===== config.mk =====
export PLATFORM = sky130hd
export DESIGN_NAME = eth_tx_frame_reader
export DESIGN_NICKNAME = d
export VERILOG_FILES = /design/src/rtl/eth_tx_pkg.sv /design/src/rtl/eth_tx_frame_reader.sv
export SDC_FILE = /design/constraint.sdc
export NUM_CORES = 1
export LEC_CHECK = 0
export ABC_AREA = 1
export BUFFER_PORTS_ARGS = -buffer_cell sky130_fd_sc_hd__buf_2
export CAP_MARGIN = 20
export CELL_PAD_IN_SITES_DETAIL_PLACEMENT = 1
export CELL_PAD_IN_SITES_GLOBAL_PLACEMENT = 1
export CORE_AREA = 2 2 111 113
export CTS_CLUSTER_SIZE = 24
export DETAILED_ROUTE_END_ITERATION = 8
export DIE_AREA = 0 0 113 115
export PLACE_DENSITY = 0.9
export SYNTH_ARGS = -nofsm -noshare
export SYNTH_HDL_FRONTEND = slang
export SYNTH_SLANG_ARGS = --single-unit

===== constraint.sdc =====
create_clock -name clk -period 5.85 [get_ports clk]
set_clock_uncertainty 0.15 [all_clocks]
set_input_delay 0.2925 -clock clk [delete_from_list [all_inputs] [get_ports clk]]
set_output_delay 0.2925 -clock clk [all_outputs]
set_load 0.05 [all_outputs]

===== src/rtl/eth_tx_pkg.sv =====
// eth_tx_pkg: shared types and default widths for the TX frame buffer read path.
// Rev 1.0
`default_nettype none

package eth_tx_pkg;

  localparam int ETH_TX_ADDR_W = 11;
  localparam int ETH_TX_LEN_W  = 12;

  typedef enum logic [1:0] {
    IDLE = 2'd0,
    RUN  = 2'd1,
    DONE = 2'd2
  } tx_rd_state_t;

endpackage

`default_nettype wire


===== src/rtl/eth_tx_frame_reader.sv =====
// eth_tx_frame_reader: streams a frame from the 16-bit buffer port to the MAC, one byte per cycle.
// Rev 1.0
`default_nettype none

module eth_tx_frame_reader
  import eth_tx_pkg::*;
#(
  parameter int ADDR_W = ETH_TX_ADDR_W,
  parameter int LEN_W  = ETH_TX_LEN_W
) (
  input  logic              clk,
  input  logic              rst,
  input  logic              start,
  input  logic [ADDR_W-1:0] base_addr,
  input  logic [LEN_W-1:0]  len,
  input  logic              abort,
  output logic              busy,
  output logic              done,
  output logic              mem_en,
  output logic [ADDR_W-1:0] mem_addr,
  input  logic [15:0]       mem_rdata,
  output logic [7:0]        tx_data,
  output logic              tx_valid,
  output logic              tx_last,
  input  logic              tx_ready
);

  localparam logic [1:0]     c_idle = IDLE;
  localparam logic [1:0]     c_run  = RUN;
  localparam logic [1:0]     c_done = DONE;
  localparam logic [LEN_W:0] c_one  = (LEN_W+1)'(1);

  logic [1:0]        r_state;
  logic [LEN_W-1:0]  r_len;
  logic [ADDR_W-1:0] r_fetch_addr;
  logic [LEN_W-1:0]  r_fetch_left;
  logic [LEN_W-1:0]  r_out_cnt;
  logic              r_rd_pend;
  logic [15:0]       r_pf_data;
  logic              r_pf_valid;
  logic [7:0]        r_hi_data;
  logic              r_hi_valid;
  logic              r_hi_last;
  logic [7:0]        r_tx_data;
  logic              r_tx_valid;
  logic              r_tx_last;

  logic              w_run;
  logic              w_adv;
  logic              w_take_hi;
  logic              w_take_pf;
  logic              w_take_rd;
  logic              w_fill_pf;
  logic              w_issue;
  logic              w_last_hs;
  logic [15:0]       w_hw;
  logic [LEN_W:0]    w_idx1;
  logic [LEN_W:0]    w_len_x;
  logic [LEN_W-1:0]  w_half;

  assign w_run     = (r_state == c_run) && !abort;
  assign w_adv     = !r_tx_valid || tx_ready;
  // Byte sources in age order: pending high byte, prefetch, then data returning this cycle.
  assign w_take_hi = w_run && w_adv && r_hi_valid;
  assign w_take_pf = w_run && w_adv && !r_hi_valid && r_pf_valid;
  assign w_take_rd = w_run && w_adv && !r_hi_valid && !r_pf_valid && r_rd_pend;
  assign w_fill_pf = w_run && r_rd_pend && !w_take_rd;
  assign w_issue   = w_run && (r_fetch_left != '0) && !r_rd_pend && (!r_pf_valid || w_take_pf);
  assign w_last_hs = r_tx_valid && tx_ready && r_tx_last;
  assign w_hw      = w_take_pf ? r_pf_data : mem_rdata;

  // w_idx1 is the index of the high byte of the halfword being loaded.
  assign w_len_x   = {1'b0, r_len};
  assign w_idx1    = {1'b0, r_out_cnt} + c_one;
  assign w_half    = {1'b0, len[LEN_W-1:1]} + LEN_W'(len[0]);

  always_ff @(posedge clk) begin
    if (rst) begin
      r_state      <= c_idle;
      r_len        <= '0;
      r_fetch_addr <= '0;
      r_fetch_left <= '0;
      r_out_cnt    <= '0;
      r_rd_pend    <= 1'b0;
      r_pf_data    <= '0;
      r_pf_valid   <= 1'b0;
      r_hi_data    <= '0;
      r_hi_valid   <= 1'b0;
      r_hi_last    <= 1'b0;
      r_tx_data    <= '0;
      r_tx_valid   <= 1'b0;
      r_tx_last    <= 1'b0;
    end else begin
      case (r_state)
        c_idle: begin
          if (start) begin
            r_len        <= len;
            r_fetch_addr <= base_addr;
            r_fetch_left <= w_half;
            r_out_cnt    <= '0;
            r_state      <= (len == '0) ? c_done : c_run;
          end
        end
        c_run: begin
          if (abort)          r_state <= c_idle;
          else if (w_last_hs) r_state <= c_done;
        end
        default: r_state <= c_idle;
      endcase

      if (w_run) begin
        r_rd_pend <= w_issue;
        if (w_issue) begin
          r_fetch_addr <= r_fetch_addr + ADDR_W'(1);
          r_fetch_left <= r_fetch_left - LEN_W'(1);
        end

        if (w_fill_pf) begin
          r_pf_data  <= mem_rdata;
          r_pf_valid <= 1'b1;
        end else if (w_take_pf) begin
          r_pf_valid <= 1'b0;
        end

        if (w_take_hi) begin
          r_tx_data  <= r_hi_data;
          r_tx_last  <= r_hi_last;
          r_tx_valid <= 1'b1;
          r_hi_valid <= 1'b0;
          r_out_cnt  <= r_out_cnt + LEN_W'(1);
        end else if (w_take_pf || w_take_rd) begin
          r_tx_data  <= w_hw[7:0];
          r_tx_last  <= (w_idx1 == w_len_x);
          r_tx_valid <= 1'b1;
          r_hi_data  <= w_hw[15:8];
          r_hi_valid <= (w_idx1 < w_len_x);
          r_hi_last  <= ((w_idx1 + c_one) == w_len_x);
          r_out_cnt  <= r_out_cnt + LEN_W'(1);
        end else if (w_adv) begin
          r_tx_valid <= 1'b0;
        end
      end else begin
        // Outside an active run (including abort) every in-flight byte is dropped.
        r_rd_pend  <= 1'b0;
        r_pf_valid <= 1'b0;
        r_hi_valid <= 1'b0;
        r_tx_valid <= 1'b0;
      end
    end
  end

  assign busy     = (r_state == c_run);
  assign done     = (r_state == c_done);
  assign mem_en   = w_issue;
  assign mem_addr = r_fetch_addr;
  assign tx_data  = r_tx_data;
  assign tx_valid = r_tx_valid;
  assign tx_last  = r_tx_last;

endmodule

`default_nettype wire


==> flow_summary_export.csv <==
group,metric,value,unit
power_and_ir_drop,peakVddDrop,0.000156,V
detailed_routing,avgViaCountPerCell,5.67,
sta,rsz0062_at_grt,"no",
detailed_routing,drtAntennaViolNets,0,
die,core,0.0118,mm^2
sta,drv_slew,0,
worst_setup_path,slowest_stage,"dfxtp_1",
detailed_routing,dr_total_vias,5572,
sta,max_freq,314,MHz
die,io_pins,68,
cts,clkLatencyLatePin,0.36,ns
worst_setup_path,required,6.00,ns
finish,drive_gt1_share,13.9,%
outcome,outcome,"complete, but fails checks",
worst_setup_path,path_cells,"ha_1 > nand2_2 > nor2_2 > nand2_1 > xor2_1 > inv_1 > ha_1 > nand2_1 > nor4_1 > nand3_1 > nand3_1 > o211ai_1 > inv_1",
synth,syn_inst,783,
global_routing,grt_pass1_vias,5865,
synth,ys_seq_area_share,33.3,%
worst_setup_path,crit_path_start_kind,"register",
worst_setup_path,crit_family,"simple AND/OR/NAND/NOR gates",
power_and_ir_drop,powerDensity,249,mW/mm^2
synth,synth_common_cells,"170 x nand2_1, 87 x dfxtp_1, 87 x inv_1, 79 x nor2_1, 64 x a21oi_1",
placed_design,dpl_cell_area,0.00562,mm^2
worst_setup_path,worstSetupPathType,"register to register",
placed_design,gp_congestion,0.881,
synth,synth_edf_count,0,
outcome,violations,"DRC",
placed_design,port_buffers,67,
worst_setup_path,cp_max_fo,8,
global_routing,antenna_found_initial,0,
global_routing,grt_max_degree,56,
global_routing,grt.total_usage,28.1,%
global_routing,grt.overflow.total,0,
synth,ys_top_cells_by_area,"dfxtp_1 33%, nand2_1 12%, inv_1 6.2%, a21oi_1 6.1%, nor2_1 5.7%",
synth,synth_area,0.00523,mm^2
die,die_area,0.0130,mm^2
cts,cts_root_buffer,"clkbuf_16",
synth,synth_top_area_share,33.3,%
detailed_routing,wl_per_cell,17.8,um
sta,maxSlewHeadroom,40.5,%
worst_setup_path,arrival,3.34,ns
worst_hold_path,hp-class,"input pin to register",
synth,yosys_warnings,0,
cts,cts_hold_buffers,0,
detailed_routing,drt_first_pass_iters,7,
finish,antenna_cells,0,
synth,synth.most_common_cell,"nand2_1",
global_routing,grt_pass1_wl,29000,um
cts,postCtsSetupBuffers,0,
worst_setup_path,max_stage_delay,0.52,ns
finish,area_growth,13.1,%
finish,utilization,50.1,%
synth,ys_async_sr_fraction,0,%
die,initial_core_util,44.3,%
synth,ys.flop_type,"dfxtp_1",
detailed_routing,routed_wl,17500,um
synth,postSynthAreaPerCell,6.68,um^2
cts,ctsHtreeMaxLevel,3,
sta,final_hold_viol_count,0,
sta,setup_tns,0,ns
synth,ys_ff_latch,87,
sta,fin_crit_sh,54.4,%
die,die_x,113,um
synth,syn_nets,847,
cts,clockBufferDepth,2,
cts,cts_made_buffers,9,
die,rows,40,
run,maxCapViolations,0,
synth,synth_largest_area_cell,"dfxtp_1",
placed_design,place_hpwl,12600,um
finish,design_area,0.00592,mm^2
cts,cts_sinks,87,
sta,final.min_clock_period,3.18,ns
cts,cts-resized-gates,0,
worst_setup_path,cp-end-kind,"register",
finish,nets,895,
sta,tightest_slew,0.887,ns
die,die_y,115,um
sta,finalSetupViolCount,0,
synth,ys_types,44,
cts,cts_tree,"done",
power_and_ir_drop,power.static_leakage,2.62,nW
worst_setup_path,crit_buf_inv,2,
detailed_routing,drcViolationCount,1,
detailed_routing,dr.first_iter.drc_count,329,
cts,clk_pin_slew,0.07,ns
cell usage in the layout, fill, tap and decap left out, types with 2 or more instances in the layout:
cell	Yosys	final
clkbuf_16	0	9
inv_1	87	87
a211oi_2	4	4
inv_2	4	4
buf_2	6	67
a211oi_1	3	3
nand2_2	7	7
dfxtp_1	87	87
clkinv_1	2	2
nand3_1	56	56
buf_4	0	2
o21ai_1	13	13
nand4_1	10	10
mux2i_1	2	2
clkinvlp_4	0	3
o211ai_1	11	11
nor2_2	6	6
nor3_2	3	3
xnor2_1	4	4
o21a_1	4	4
ha_1	20	20
o21ai_0	55	55
nor2_1	79	79
nor3_1	7	7
nor4_1	3	3
a31oi_1	20	20
xor2_1	14	14
a21oi_1	64	64
nand2_1	170	170
nor3b_1	2	2
cell families after synthesis:
kind of cell | count (synthesis) | share of synthesized area, %
buffers and inverters | 125 | 9.40
multiplexers | 2 | 0.383
flip-flops | 87 | 33.3
adder cells (fa/ha/maj) | 20 | 4.78
AO/OA/AOI/OAI | 181 | 19.9
AND/OR/NAND/NOR | 350 | 29.2
XOR/XNOR | 18 | 3.01
power by group:
group	internal [mW]	switching (mW)	total, mW
logic	0.0797	0.167	0.247
registers	0.617	0.0215	0.638
clock network	0.331	0.261	0.592
final cells by class:
class                   count  area (um^2)
clock buffers               9          225
clock inverters             6         70.1
fillers                  1579         5890
inverters                  93          349
multi-input cells         571         3000
flip-flops and latches     87         1740
well taps                 147          184
repair buffers             69          350
routing by layer:
| layer | vias to the layer above | GRT usage [%] | part of all wire [%] |
|---|---|---|---|
| met5 | - | 0 | 0 |
| li1 | 2699 | - | - |
| met4 | 0 | 13.7 | 2.9 |
| met1 | 2693 | 33.3 | 43 |
| met3 | 43 | 4.64 | 4.2 |
| met2 | 137 | 49.6 | 50 |
stage by stage:
step / hold slack (ns) / std cells / power, mW / setup WS (ns)
after floorplan: 0.280 / 783 / 0.821 / 3.49
after global placement: 0.294 / 967 / 0.878 / 2.93
after detailed placement: 0.302 / 967 / 0.893 / 2.77
after CTS: 0.0486 / 982 / 1.48 / 2.69
after global routing: 0.0690 / 982 / 1.54 / 2.26
final: 0.0510 / 982 / 1.48 / 2.67
worst paths after layout:
kind	start	endpoint	slack (ns)	depth (start not counted)
max	r_out_cnt[0]$_SDFF_PP0_	tx_last$_SDFFE_PP0P_	2.67	13
min	mem_rdata[5]	r_pf_data[5]$_SDFFE_PP0P_	0.05	3
max reg2reg	r_out_cnt[0]$_SDFF_PP0_	tx_last$_SDFFE_PP0P_	2.67	13
min reg2reg	r_pf_data[2]$_SDFFE_PP0P_	r_pf_data[2]$_SDFFE_PP0P_	0.31	2
worst reg2reg max path, stage by stage (launching register included):
cell,delay (ns)
dfxtp_1,0.52
ha_1,0.29
nand2_2,0.11
nor2_2,0.23
nand2_1,0.12
xor2_1,0.32
inv_1,0.14
ha_1,0.33
nand2_1,0.08
nor4_1,0.41
nand3_1,0.13
nand3_1,0.11
o211ai_1,0.10
inv_1,0.08
flip-flops by register name, summed over array words and instances (netlist names):
| signal | count |
|---|---|
| r_state | 2 |
| tx_valid | 1 |
| mem_addr | 11 |
| tx_last | 1 |
| r_out_cnt | 12 |
| r_fetch_left | 12 |
| r_hi_valid | 1 |
| r_hi_last | 1 |
| r_rd_pend | 1 |
| r_pf_valid | 1 |
| r_len | 12 |
| r_pf_data | 16 |
| r_hi_data | 8 |
| tx_data | 8 |
Power figures use the tool's default switching activity.
